## config.mk

```make
export PLATFORM = sky130hd
export DESIGN_NAME = bcd_to_bin_seq
export DESIGN_NICKNAME = d
export VERILOG_FILES = /design/src/rtl/bcd_pkg.sv /design/src/rtl/sub3.sv /design/src/rtl/bcd_to_bin_seq.sv
export SDC_FILE = /design/constraint.sdc
export NUM_CORES = 1
export LEC_CHECK = 0
export CORE_ASPECT_RATIO = 1.25
export CORE_MARGIN = 2
export CORE_UTILIZATION = 30
export CTS_CLUSTER_SIZE = 24
export DETAILED_ROUTE_END_ITERATION = 16
export PLACE_DENSITY = 0.51
export SYNTH_ARGS = -nofsm -noshare
export SYNTH_HDL_FRONTEND = slang
export SYNTH_SLANG_ARGS = --single-unit
export TNS_END_PERCENT = 20
```

## constraint.sdc

```tcl
create_clock -name clk -period 3.4 [get_ports clk]
set_clock_uncertainty 0.05 [all_clocks]
set_input_delay 0.34 -clock clk [delete_from_list [all_inputs] [get_ports clk]]
set_output_delay 0.34 -clock clk [all_outputs]
set_load 0.02 [all_outputs]
```

## src/rtl/bcd_pkg.sv

```systemverilog
// Shared widths, state encoding and input-validity helper for the sequential BCD-to-binary converter.
package bcd_pkg;

  localparam int unsigned BCD_W = 16;
  localparam int unsigned BIN_W = 14;
  localparam int unsigned NDIG  = 4;
  localparam int unsigned ITERS = 14;
  localparam int unsigned CNT_W = $clog2(ITERS + 1);

  typedef enum logic [1:0] {
    IDLE = 2'd0,
    CONV = 2'd1,
    DONE = 2'd2
  } state_t;

  // True when any packed digit lies outside 0..9.
  function automatic logic has_bad_digit(input logic [BCD_W-1:0] v);
    logic bad;
    bad = 1'b0;
    for (int unsigned i = 0; i < NDIG; i++) begin
      if (v[4*i +: 4] > 4'd9) bad = 1'b1;
    end
    return bad;
  endfunction

endpackage

```

## src/rtl/sub3.sv

```systemverilog
// Combinational digit correction for reverse double-dabble: subtract 3 from a digit >= 8.
module sub3 (
  input  logic [3:0] din,
  output logic [3:0] dout_c
);

  assign dout_c = (din >= 4'd8) ? (din - 4'd3) : din;

endmodule

```

## src/rtl/bcd_to_bin_seq.sv

```systemverilog
// Sequential 4-digit BCD to 14-bit binary converter, one reverse double-dabble step per cycle.
// Optional macro BCD_CHECK_EN flags inputs with digits above 9 (err=1, result=0).
module bcd_to_bin_seq
  import bcd_pkg::*;
(
  input  logic             clk,
  input  logic             rst,
  input  logic             start,
  input  logic [BCD_W-1:0] bcd_in,
  output logic             busy,
  output logic             done,
  output logic [BIN_W-1:0] result,
  output logic             err
);

  state_t                       state_q, state_d;
  logic [BCD_W-1:0]             s_q;
  logic [BIN_W-1:0]             b_q;
  logic [CNT_W-1:0]             count_q;
  logic [BCD_W+BIN_W-1:0]       sh_c;
  logic [BCD_W-1:0]             s_fix_c;

  // One iteration: shift the working register right, then correct every BCD digit.
  assign sh_c = {s_q, b_q} >> 1;

  for (genvar g = 0; g < NDIG; g++) begin : g_dig
    sub3 u_sub3 (
      .din    (sh_c[BIN_W + 4*g +: 4]),
      .dout_c (s_fix_c[4*g +: 4])
    );
  end

  always_comb begin
    state_d = state_q;
    unique case (state_q)
      IDLE:    if (start) state_d = CONV;
      CONV:    if (count_q == CNT_W'(ITERS - 1)) state_d = DONE;
      DONE:    state_d = IDLE;
      default: state_d = IDLE;
    endcase
  end

`ifdef BCD_CHECK_EN
  logic bad_q;
`endif

  always_ff @(posedge clk) begin
    if (rst) begin
      state_q <= IDLE;
      s_q     <= '0;
      b_q     <= '0;
      count_q <= '0;
      busy    <= 1'b0;
      done    <= 1'b0;
      result  <= '0;
`ifdef BCD_CHECK_EN
      bad_q   <= 1'b0;
      err     <= 1'b0;
`endif
    end else begin
      state_q <= state_d;
      busy    <= (state_d != IDLE);
      done    <= 1'b0;
      unique case (state_q)
        IDLE: begin
          if (start) begin
            s_q     <= bcd_in;
            b_q     <= '0;
            count_q <= '0;
`ifdef BCD_CHECK_EN
            bad_q   <= has_bad_digit(bcd_in);
`endif
          end
        end
        CONV: begin
          s_q     <= s_fix_c;
          b_q     <= sh_c[BIN_W-1:0];
          count_q <= count_q + CNT_W'(1);
        end
        DONE: begin
          done <= 1'b1;
`ifdef BCD_CHECK_EN
          result <= bad_q ? '0 : b_q;
          err    <= bad_q;
`else
          result <= b_q;
`endif
        end
        default: ;
      endcase
    end
  end

`ifndef BCD_CHECK_EN
  assign err = 1'b0;
`endif

endmodule
```

==> flow_summary.json <==
{
  "layout-drive-gt1-share_pct": 6.02,
  "cts_tree": "yes",
  "slew_headroom_pct": 42.3,
  "end_kind": "flop",
  "syn_area_um2": 2190,
  "num_rows": 34,
  "status": "complete, no violations",
  "hold_class": "flop to flop",
  "power_density_nw_per_um2": 445,
  "grt_pass1_wl_mm": 7.82,
  "netlist-cell-type-count": 36,
  "worst-path-max-fanout": 16,
  "clk_latency_ns": 0.30,
  "cts_hold_buf": 0,
  "antenna_left": 0,
  "clock_sinks": 52,
  "final-setup-viol-count": 0,
  "arrival_ns": 2.08,
  "post_cts_resized": 0,
  "max_freq_mhz": 529,
  "grt_max_degree": 33,
  "peakVddDrop_mv": 0.163,
  "tightest_slew_ns": 0.864,
  "grt_setup_unrepaired": "no",
  "drc": 0,
  "leakagePower_nw": 0.960,
  "cts_buffers": 5,
  "cts_max_level": 2,
  "cts.path.max_buffers": 2,
  "area_growth_pct": 23.0,
  "postCtsSetupBuffers": 0,
  "die_x_um": 80.4,
  "ioPinCount": 36,
  "maxCapViolations": 0,
  "netlist_instances": 235,
  "synth_area_per_cell_um2": 9.32,
  "grt_usage_pct": 12.3,
  "clkTransAtPathRegs_ns": 0.10,
  "die_area_um2": 8010,
  "wire_per_inst_um": 13.0,
  "overflow": 0,
  "diodes": 0,
  "drt_wl_total_mm": 4.62,
  "tns_ns": 0,
  "startpoint_type": "flop",
  "nets": 292,
  "num_vias": 1712,
  "grt_pass1_vias": 1640,
  "dp_slack_ns": 1.32,
  "critPathKind": "flop to flop",
  "cp.required_ns": 3.59,
  "routed_via_density": 4.81,
  "ys_warn_count": 0,
  "period_needed_ns": 1.89,
  "fp.dieH_um": 99.5,
  "drt_iter0_markers": 82,
  "core_area_um2": 7020,
  "dp_hpwl_mm": 3.20,
  "antenna_found_initial": 0,
  "ys_ff_latch": 52,
  "fin_crit_sh_pct": 55.6,
  "place.gp.congestion": 0.744,
  "first_pass_iters": 4,
  "hold_violations": 0,
  "yosysSeqAreaShare_pct": 47.5,
  "place.port_buffers": 34,
  "drv_slew": 0,
  "synth_nets": 262,
  "layout_setup_ws_ns": 1.51,
  "root_buffer": "clkbuf_8",
  "start_util_pct": 31.2
}
cell type report:
cell class / count / area (um2)
Timing Repair Buffer: 37 / 363
Sequential cell: 52 / 1040
Tap cell: 90 / 113
Multi-Input combinational cell: 149 / 991
Clock buffer: 5 / 68.8
Fill cell: 739 / 4330
Clock inverter: 3 / 42.5
Inverter: 20 / 75.1
cell usage after synthesis, drive strengths merged:
| cell type | instances | area [um2] |
|---|---|---|
| conb | 1 | 3.75 |
| a221o | 6 | 60.1 |
| dfxtp | 52 | 1040 |
| a21oi | 15 | 75.1 |
| o21ai | 4 | 20.0 |
| nor2b | 7 | 43.8 |
| a211oi | 4 | 30.0 |
| buf | 13 | 80.1 |
| nor4b | 1 | 15.0 |
| a31oi | 1 | 6.26 |
| nand3 | 3 | 15.0 |
| a32oi | 4 | 35.0 |
| nand2 | 36 | 135 |
| a32o | 3 | 30.0 |
| a311oi | 3 | 26.3 |
| a22o | 17 | 149 |
| nor2 | 12 | 47.6 |
| nand2b | 5 | 31.3 |
| or3b | 1 | 8.76 |
| or3 | 1 | 6.26 |
| o211ai | 3 | 22.5 |
| o21bai | 1 | 11.3 |
| nor3b | 1 | 7.51 |
| o21a | 1 | 7.51 |
| inv | 20 | 75.1 |
| xnor2 | 6 | 52.6 |
| clkbuf | 1 | 3.75 |
| ha | 8 | 100 |
| o32ai | 1 | 8.76 |
| a221oi | 3 | 32.5 |
| o21ba | 1 | 10.0 |
power breakdown:
group | switching (mW) | internal, mW
clock | 0.205 | 0.218
sequential | 0.0206 | 0.629
combinational | 0.0618 | 0.0635
critical path, stage by stage (launching register included):
cell	delay, ns
dfxtp_1	0.71
o21ba_2	0.26
nor2_1	0.37
buf_4	0.29
a22o_1	0.16
through the flow:
step / std cells / hold slack, ns / instance area [um2] / utilization [%] / total power, mW
2_1_floorplan: 235 / 0.382 / 2190 / - / 0.746
3_3_place_gp: 348 / 0.393 / 2580 / 36.8 / 0.789
3_5_place_dp: 348 / 0.397 / 2580 / 36.8 / 0.790
4_1_cts: 356 / 0.410 / 2690 / 38.4 / 1.22
5_1_grt: 356 / 0.426 / 2690 / 38.4 / 1.26
6_report: 356 / 0.406 / 2690 / 38.4 / 1.20
flip-flops by register name, indices dropped and copies added, names as in the netlist:
name and cells:
count_q 4, b_q 14, done 1, busy 1, state_q 2, s_q 16, result 14
metal layers:
metal	vias up	GRT usage (%)	part of all wire, %
met4	0	3.78	1.0
li1	876	-	-
met5	-	0	0
met2	33	20.3	48
met3	7	3.18	3.7
met1	796	15.7	47
final timing paths:
| kind | startpoint | end | slack, ns | cells past startpoint |
|---|---|---|---|---|
| max | state_q[1] | b_q[11] | 1.51 | 4 |
| min | result[4] | result[4] | 0.41 | 2 |
| max reg2reg | state_q[1] | b_q[11] | 1.51 | 4 |
| min reg2reg | result[4] | result[4] | 0.41 | 2 |
cells by family (layout without fill, tap and decap cells):
family,count (synthesis),in the layout,share of synthesized area [%]
other,1,1,0.171
adders and majority gates,8,8,4.57
and+or+nand+nor,67,67,14.2
buffers and inverters,34,65,7.25
AOI/OAI and AO/OA,67,67,23.9
xor gates and xnor gates,6,6,2.40
DFF,52,52,47.5
layout by cell type (no fill, tap or decap), drive strengths merged:
cell            n
a211oi          4
a21oi          15
a221o           6
a221oi          3
a22o           17
a311oi          3
a31oi           1
a32o            3
a32oi           4
buf             3
bufinv          1
clkbuf          5
clkdlybuf4s50  34
clkinv          1
clkinvlp        1
conb            1
dfxtp          52
ha              8
inv            20
nand2          36
nand2b          5
nand3           3
nor2           12
nor2b           7
nor3b           1
nor4b           1
o211ai          3
o21a            1
o21ai           4
o21ba           1
o21bai          1
o32ai           1
or3             1
or3b            1
xnor2           6
Note: power is estimated with default switching activity, not from simulation.
